### config.mk
export PLATFORM = sky130hd
export DESIGN_NAME = robo_controlador_fsm
export DESIGN_NICKNAME = d
export VERILOG_FILES = /design/src/rtl/robo_controlador_fsm.sv
export SDC_FILE = /design/constraint.sdc
export NUM_CORES = 1
export LEC_CHECK = 0
export CAP_MARGIN = 20
export CORE_AREA = 2 2 86 171
export DETAILED_ROUTE_END_ITERATION = 7
export DIE_AREA = 0 0 88 173
export SLEW_MARGIN = 20
export SYNTH_ARGS = -nofsm -noshare
export SYNTH_HDL_FRONTEND = slang
export SYNTH_SLANG_ARGS = --single-unit
export TNS_END_PERCENT = 10
### constraint.sdc
create_clock -name clk -period 3.8 [get_ports clk]
set_input_delay 0.57 -clock clk [delete_from_list [all_inputs] [get_ports clk]]
set_output_delay 0.57 -clock clk [all_outputs]
set_load 0.02 [all_outputs]
### src/rtl/robo_controlador_fsm.sv
// rtl/robo_controlador_fsm.sv - robot vacuum movement controller with debounced power toggle and battery hysteresis
// Optional build macro: CONTADOR_COLISOES_EN (8-bit saturating front-collision counter on colisoes)
module robo_controlador_fsm #(
  parameter int BAT_BITS   = 8,
  parameter int BAT_MIN    = 32,
  parameter int BAT_HIST   = 8,
  parameter int DEB_CICLOS = 500000,
  parameter int ROT_CICLOS = 25000000
) (
  input  logic                clk,
  input  logic                rst,
  input  logic                F,
  input  logic                LE,
  input  logic                LD,
  input  logic                T,
  input  logic [BAT_BITS-1:0] bateria,
  input  logic                botao,
  output logic                ligado,
  output logic [3:0]          mov,
  output logic                erro,
  output logic                bateria_baixa,
  output logic [2:0]          estado,
  output logic [7:0]          colisoes
);

  localparam int DW = $clog2(DEB_CICLOS);
  localparam int RW = (ROT_CICLOS > 1) ? $clog2(ROT_CICLOS) : 1;
  localparam logic [DW-1:0] DEB_LAST = DW'(DEB_CICLOS - 1);
  localparam logic [RW-1:0] ROT_LAST = RW'(ROT_CICLOS - 1);
  // Thresholds one bit wider than the level so BAT_MIN+BAT_HIST cannot wrap
  localparam logic [BAT_BITS:0] BAT_SET_W = (BAT_BITS + 1)'(BAT_MIN);
  localparam logic [BAT_BITS:0] BAT_CLR_W = (BAT_BITS + 1)'(BAT_MIN + BAT_HIST);

  typedef enum logic [2:0] {
    DESLIGADO = 3'd0,
    FRENTE    = 3'd1,
    ROT_ESQ   = 3'd2,
    ROT_DIR   = 3'd3,
    RE        = 3'd4,
    ERRO      = 3'd5
  } estado_t;

  logic [4:0]          sync1_q, sync1_d, sync2_q, sync2_d;
  logic [BAT_BITS-1:0] bat_q, bat_d;
  logic                deb_q, deb_d, toggle_q, toggle_d, low_q, low_d;
  logic [DW-1:0]       deb_cnt_q, deb_cnt_d;
  estado_t             state_q, state_d;
  logic [RW-1:0]       man_cnt_q, man_cnt_d;
  logic [3:0]          mov_q, mov_d;
  logic                ligado_q, ligado_d, erro_q, erro_d;
  logic                f_s, le_s, ld_s, t_s, botao_s, all_blk, on;
  logic [BAT_BITS:0]   bat_w;
`ifdef CONTADOR_COLISOES_EN
  logic                col_inc;
  logic [7:0]          col_q, col_d;
`endif

  assign f_s     = sync2_q[0];
  assign le_s    = sync2_q[1];
  assign ld_s    = sync2_q[2];
  assign t_s     = sync2_q[3];
  assign botao_s = sync2_q[4];
  assign all_blk = &sync2_q[3:0];
  assign on      = (state_q != DESLIGADO);
  assign bat_w   = {1'b0, bat_q};

  // Input stage: two-flop synchronisers for sensors/button, battery sample register
  always_comb begin
    sync1_d = {botao, T, LD, LE, F};
    sync2_d = sync1_q;
    bat_d   = bateria;
  end

  // Debounce counter and rising-edge toggle pulse, plus low-battery hysteresis flag
  always_comb begin
    deb_d     = deb_q;
    deb_cnt_d = '0;
    toggle_d  = 1'b0;
    if (botao_s != deb_q) begin
      if (deb_cnt_q == DEB_LAST) begin
        deb_d    = botao_s;
        toggle_d = botao_s;
      end else begin
        deb_cnt_d = deb_cnt_q + 1'b1;
      end
    end
    low_d = low_q;
    if (bat_w < BAT_SET_W) begin
      low_d = 1'b1;
    end else if (bat_w >= BAT_CLR_W) begin
      low_d = 1'b0;
    end
  end

  // Movement FSM next state, manoeuvre counter and next-state output decode
  always_comb begin
    state_d   = state_q;
    man_cnt_d = man_cnt_q;
`ifdef CONTADOR_COLISOES_EN
    col_inc   = 1'b0;
`endif
    if (on && (toggle_q || low_q)) begin
      state_d   = DESLIGADO;
      man_cnt_d = '0;
    end else begin
      case (state_q)
        DESLIGADO: begin
          if (toggle_q && !low_q) state_d = FRENTE;
        end
        FRENTE: begin
          man_cnt_d = '0;
          if (f_s) begin
`ifdef CONTADOR_COLISOES_EN
            col_inc = 1'b1;
`endif
            if (!le_s)      state_d = ROT_ESQ;
            else if (!ld_s) state_d = ROT_DIR;
            else if (!t_s)  state_d = RE;
            else            state_d = ERRO;
          end
        end
        ROT_ESQ, ROT_DIR, RE: begin
          if (all_blk) begin
            state_d   = ERRO;
            man_cnt_d = '0;
          end else if (man_cnt_q == ROT_LAST) begin
            state_d   = FRENTE;
            man_cnt_d = '0;
          end else begin
            man_cnt_d = man_cnt_q + 1'b1;
          end
        end
        ERRO: begin
          if (!all_blk) state_d = FRENTE;
        end
        default: state_d = DESLIGADO;
      endcase
    end
    case (state_d)
      FRENTE:  mov_d = 4'b0001;
      ROT_ESQ: mov_d = 4'b0010;
      ROT_DIR: mov_d = 4'b0100;
      RE:      mov_d = 4'b1000;
      default: mov_d = 4'b0000;
    endcase
    ligado_d = (state_d != DESLIGADO);
    erro_d   = (state_d == ERRO);
  end

  // All state registers with asynchronous active-high reset
  always_ff @(posedge clk or posedge rst) begin
    if (rst) begin
      sync1_q   <= '0;
      sync2_q   <= '0;
      bat_q     <= '0;
      deb_q     <= 1'b0;
      deb_cnt_q <= '0;
      toggle_q  <= 1'b0;
      low_q     <= 1'b0;
      state_q   <= DESLIGADO;
      man_cnt_q <= '0;
      mov_q     <= '0;
      ligado_q  <= 1'b0;
      erro_q    <= 1'b0;
    end else begin
      sync1_q   <= sync1_d;
      sync2_q   <= sync2_d;
      bat_q     <= bat_d;
      deb_q     <= deb_d;
      deb_cnt_q <= deb_cnt_d;
      toggle_q  <= toggle_d;
      low_q     <= low_d;
      state_q   <= state_d;
      man_cnt_q <= man_cnt_d;
      mov_q     <= mov_d;
      ligado_q  <= ligado_d;
      erro_q    <= erro_d;
    end
  end

`ifdef CONTADOR_COLISOES_EN
  // Saturating collision counter; only reset clears it, power-off does not
  always_comb begin
    col_d = col_q;
    if (col_inc && (col_q != 8'hFF)) col_d = col_q + 8'd1;
  end

  // Collision counter register
  always_ff @(posedge clk or posedge rst) begin
    if (rst) col_q <= '0;
    else     col_q <= col_d;
  end

  assign colisoes = col_q;
`else
  assign colisoes = '0;
`endif

  assign ligado        = ligado_q;
  assign mov           = mov_q;
  assign erro          = erro_q;
  assign bateria_baixa = low_q;
  assign estado        = state_q;

endmodule

Yosys cells after proc, flatten, opt, wreduce, memory -nomap -nowiden
Index checks and enable logic that the tools add are counted.
W data, S select, Z words.

word-level totals
  register bits after elaboration = 74
  latch bits = 0
  bits in writable memories = 0
  memory bits (read-only) = 0
  output and inout bits = 18
  logic and storage cells = 62
  memories kept = 0

operators by class
  add/sub/neg operators = 2
  multipliers = 0
  divide/modulo/power cells = 0
  magnitude comparators = 2
  equal/unequal tests = 13
  shifts and indexed selects = 0
  muxes and demuxes = 21
  bitwise operators = 0
  reductions and logical operators = 12

operator list
  kind                     number
  $mux W25                 3
  $pmux W25 S2             1
  $mux W19                 2
  $add A25 B1 Y25 const B  1
  $eq A25 B25 Y1 const B   1
  $mux W3                  8
  $add A19 B1 Y19 const B  1
  $eq A19 B19 Y1 const B   1
  $pmux W4 S4              1
  $eq A3 B2 Y1 const B     4
  $eq A3 B3 Y1 const B     4
  $pmux W3 S4              1
  $reduce_bool A3 Y1       3
  $ge A8 B6 Y1 const B     1
  $lt A8 B6 Y1 const B     1
  $eq A3 B1 Y1 const B     2
  $mux W1                  5
  $reduce_and A4 Y1        1
  $logic_not A3 Y1         1
  $reduce_or A3 Y1         1
  $logic_and A1 B1 Y1      2
  $reduce_and A2 Y1        1
  $reduce_bool A2 Y1       1
  $logic_not A1 Y1         1
  2 further kinds          2

Depth between registers and ports, before layout
  depth in word-level cells = 8
  mapped depth = 7
  mapped depth without buffers = 7

Least setup slack after synthesis
No wires, ideal clock.

  kind = reg2reg
  start = reg man_cnt_q[0]
  end = reg mov_q[0] (netlist: mov[0])
  arrival = 1.937 ns
  path slack = 1.782 ns
  stages on the path, launching flop included = 8
  path buffers = 0
  clock period less this slack = 2.018 ns
  cell sequence = dfrtp_1 > ha_1 > nand3_2 > or4_4 > or2_4 > a41oi_4 > inv_4 > nor3_2

on the way
  cells in the longest elaborated chain, start to end = 7

RTL lines
  what                                  RTL line  text
  from (decl)                           48        logic [RW-1:0] man_cnt_q, man_cnt_d;
  from (signal assigned)                174       man_cnt_q <= man_cnt_d;
  $eq A25 B25 Y1 (*)                    126       end else if (man_cnt_q == ROT_LAST) begin
  $mux W3 (*)                           126
  $mux W3 (*)                           123       if (all_blk) begin
  $pmux W3 S4 (*)                       106       case (state_q)
  $mux W3 (*)                           102       if (on && (toggle_q || low_q)) begin
  via state_d[1]                        47        estado_t state_q, state_d;
  $eq A3 B3 Y1 (tied with other cells)  139       case (state_d)
  $pmux W4 S4 (*)                       139
  via mov_d[0]                          49        logic [3:0] mov_q, mov_d;
  to (signal assigned)                  175       mov_q <= mov_d;
  to (decl)                             49

The timed path passes the listed nets; every way through them passes the cells marked *.
A chain may end at the register's enable or synchronous reset.

Worst setup path in the final report
  start = reg state_q[2] (netlist: estado[2])
  end = reg man_cnt_q[23]

on the way
  cells in the longest elaborated chain, start to end = 4

RTL lines
  what                                                 RTL line  text
  from (decl)                                          47
  from (signal assigned)                               173       state_q <= state_d;
  $eq A3 B2 Y1 / $eq A3 B3 Y1 (equally long branches)  106
  $reduce_or A3 Y1                                     106
  $pmux W25 S2                                         106
  $mux W25                                             102

Parallel ways exist; a longest one is shown, timed or not.

==> run_results.csv <==
group,metric,value,unit
timing,relSlewSlack,44.2,%
clock_tree,cts_tree,"built",
placement,dp_cells,539,
worst_setup_path,regToRegSetupSlack,1330,ps
clock_tree,cts_resized,0,
power_and_ir_drop,combPwrFrac,2.8,%
job,drv_cap,0,
drt,final_antenna_net_count,0,
synth,ys_async_sr_fraction,100,%
placement,dp_slack,1350,ps
placement,io_buffer_count,21,
global_route,grt_pass1_wl,12400,um
worst_setup_path,startpoint_type,"flip-flop",
power_and_ir_drop,p_sw,344,uW
timing,timing.hold.ws,347,ps
worst_setup_path,critPathKind,"flip-flop to flip-flop",
worst_setup_path,cpMaxStageDelayCell,"or4_4",
floorplan,design.core.area,13800,um^2
synth,synth_top_area_share,52.1,%
clock_tree,ctsHoldBuffers,0,
global_route,antenna_found_initial,0,
worst_setup_path,crit_top_cell,"or3_1",
floorplan,die_h,173,um
worst_hold_path,hold_end,"sync2_q[1]$_DFF_PP0_",
synth,ys_top_cells_by_area,"dfrtp_1 52%, nor2_1 4.8%, xor2_1 4.6%, xnor2_1 3.9%, nand3_1 3.4%",
layout,area_delta_synth_final,20.7,%
power_and_ir_drop,peakVddDrop,0.516,mV
synth,syn_inst,338,
global_route,grt_usage,10.1,%
layout,nets,378,
timing,drv_slew,0,
worst_hold_path,hold_depth,0,
worst_setup_path,reg2reg_depth,5,
timing,grt_setup_unrepaired,"no",
power_and_ir_drop,leakage,0.00170,uW
timing,tns,0,ps
floorplan,row_count,61,
floorplan,die_width,88,um
clock_tree,cts_buffers,9,
worst_hold_path,worstHoldStart,"sync1_q[1]$_DFF_PP0_",
global_route,top_usage_layer,"met2",
worst_setup_path,crit_path_end_kind,"flip-flop",
worst_setup_path,cp_top_family,"simple AND/OR/NAND/NOR gates",
worst_setup_path,crit_fanout,15,
drt,drtPass1Iterations,5,
power_and_ir_drop,clock_power_share,51.5,%
worst_hold_path,hp-class,"flip-flop to flip-flop",
synth,ys_ff_latch,71,
global_route,grt_max_degree,32,
synth,synth_area_per_cell,10.1,um^2
power_and_ir_drop,p_per_area,412,nW/um^2
drt,drt-total-wl,7170,um
clock_tree,post_cts_buffers,0,
synth,yosys_warnings,0,
synth,synth_edf_count,0,
timing,final-setup-viol-count,0,
clock_tree,clkTransAtPathRegs,60,ps
worst_setup_path,r2r-start,"estado[2]$_DFF_PP0_",
global_route,grt_pass1_vias,2652,
floorplan,die-area,15200,um^2
drt,drtIter0Drc,85,
timing,max_freq,405,MHz
global_route,grtUsageMet1,10.4,%
timing,fin_skew,5.04,ps
layout,antenna_cells,0,
worst_setup_path,r2r_end,"man_cnt_q[23]$_DFFE_PP0P_",
clock_tree,cts_sinks,71,
drt,drc,0,
floorplan,boundaryPins,33,
worst_setup_path,critPathRequiredTime,4050,ps
synth,netlist_area,3410,um^2
global_route,grt.overflow.total,0,
floorplan,initial_core_util,24.7,%
placement,gp_congestion,0.860,
global_route,use_met2,18.3,%
timing,finalHoldViolCount,0,
placement,dp_hpwl,5340,um
timing,fin_crit,2470,ps
power_and_ir_drop,p_sw_share,20.3,%
layout,final_cells,555,
drt,viasPerCell,4.68,
synth,synth_ff_type,"dfrtp_1",
synth,yosysSeqAreaShare,52.1,%
timing,post-route-period-util,64.9,%
worst_setup_path,cp_cell_sequence,"or3_1 > nand3_1 > or4_4 > or3_1 > a21oi_1",
worst_setup_path,critical-path-max-stage-delay,700,ps
clock_tree,cts-htree-levels,3,
layout,drive_gt1_share,9.29,%
outcome,status,"finished clean",
power_and_ir_drop,seq_power_share,45.7,%
synth,yosysTopAreaCell,"dfrtp_1",
clock_tree,root_buffer,"clkbuf_16",
clock_tree,clk_latency,330,ps
drt,vias,2598,
timing,worst_slack,1330,ps
synth,synth_cell_type_count,53,
layout,final_common_cell,"dfrtp_1",
timing,worstMarginPinSlew,829,ps
global_route,grt_use_met3,2.05,%
clock_tree,clk_path_buf_depth,2,
power_and_ir_drop,intPower,1350,uW
layout,final_cell_mix,"71 x dfrtp_1, 44 x nor2_1, 23 x nand3_1, 21 x nand2_1, 21 x clkdlybuf4s50_1",
worst_setup_path,crit_buf_inv,0,
drt,routedWlPerCell,12.9,um
worst_setup_path,worstPathArrival,2720,ps
[power groups by stage]
stage / clock (uW) / sequential (uW) / combinational (uW)
after floorplan: 0 / 787 / 34.0
after global placement: 0 / 789 / 47.9
after detailed placement: 0 / 789 / 48.6
after CTS: 890 / 776 / 48.9
after global routing: 928 / 777 / 54.1
final: 873 / 776 / 47.5
[sequential cells by signal (all words and copies together), names as in the netlist, 3 cells and up]
signal,count
deb_cnt_q,19
bat_q,5
sync1_q,5
man_cnt_q,25
sync2_q,5
estado,3
mov,4
[worst max-delay path by stage]
stage | end | slack (ps) | depth (start not counted) | start
after detailed placement | man_cnt_q[21]$_DFFE_PP0P_ | 1350 | 5 | estado[2]$_DFF_PP0_
after CTS | man_cnt_q[21]$_DFFE_PP0P_ | 1320 | 5 | estado[2]$_DFF_PP0_
after floorplan | bat_q[3]$_DFF_PP0_ | 1430 | 1 | rst
final | man_cnt_q[23]$_DFFE_PP0P_ | 1330 | 5 | estado[2]$_DFF_PP0_
after global placement | man_cnt_q[23]$_DFFE_PP0P_ | 1420 | 5 | estado[2]$_DFF_PP0_
after global routing | man_cnt_q[21]$_DFFE_PP0P_ | 1130 | 5 | estado[2]$_DFF_PP0_
[kinds of logic (layout without fill, tap and decap cells)]
family                   after synthesis  after routing  synth area share, %
flip-flops                            71             71                 52.1
XOR/XNOR                              33             33                 8.48
AO/OA/AOI/OAI                         36             36                 7.23
adder cells (fa/ha/maj)                2              2                0.734
AND/OR/NAND/NOR                      167            167                 27.0
multiplexers                           1              1                0.330
buffers and inverters                 27             48                 4.00
other                                  1              8                0.110
[worst register-to-register path, stage by stage, from the launching register on]
cell,delay [ps]
dfrtp_1,590
or3_1,190
nand3_1,420
or4_4,710
or3_1,330
a21oi_1,150
[metal layers]
layer  routed length [um]  share of wire, %  vias to the layer above
met5                    0                 0                        -
met4                  295               4.1                        0
met3                  248               3.5                       18
met2                 3980                55                       59
met1                 2650                37                     1287
li1                     -                 -                     1234
[final cells by class]
class                      instances  area (um^2)
fill                            1444         9700
sequential                        71         1780
multi-input combinational        247         1520
tap                              189          236
timing repair buffer              24          233
clock buffer                       9          225
clock inverter                     7         87.6
inverter                           8         32.5
[per-stage QoR]
step,total power (uW),utilization (%),area (um^2)
2_1_floorplan,821,-,3440
3_3_place_gp,837,27.5,3800
3_5_place_dp,838,27.5,3800
4_1_cts,1720,29.8,4110
5_1_grt,1760,29.8,4110
6_report,1700,29.8,4110
[Yosys cell counts (all sizes together), types with 2 or more instances]
library cell	number
inv	8
nor2b	2
buf	9
nor4	8
nor3b	3
or3	9
nand2	22
xor2	18
o21ai	10
nor2	44
nand4	17
nand2b	2
or4	4
and3	7
nand4bb	2
a21oi	11
nor3	8
a211oi	3
a31oi	2
nand3	24
dfrtp	71
and4	6
a21o	2
or2	2
xnor2	15
nor4b	3
clkbuf	10
ha	2
nand3b	2
Note: power is estimated with default switching activity, not from simulation.
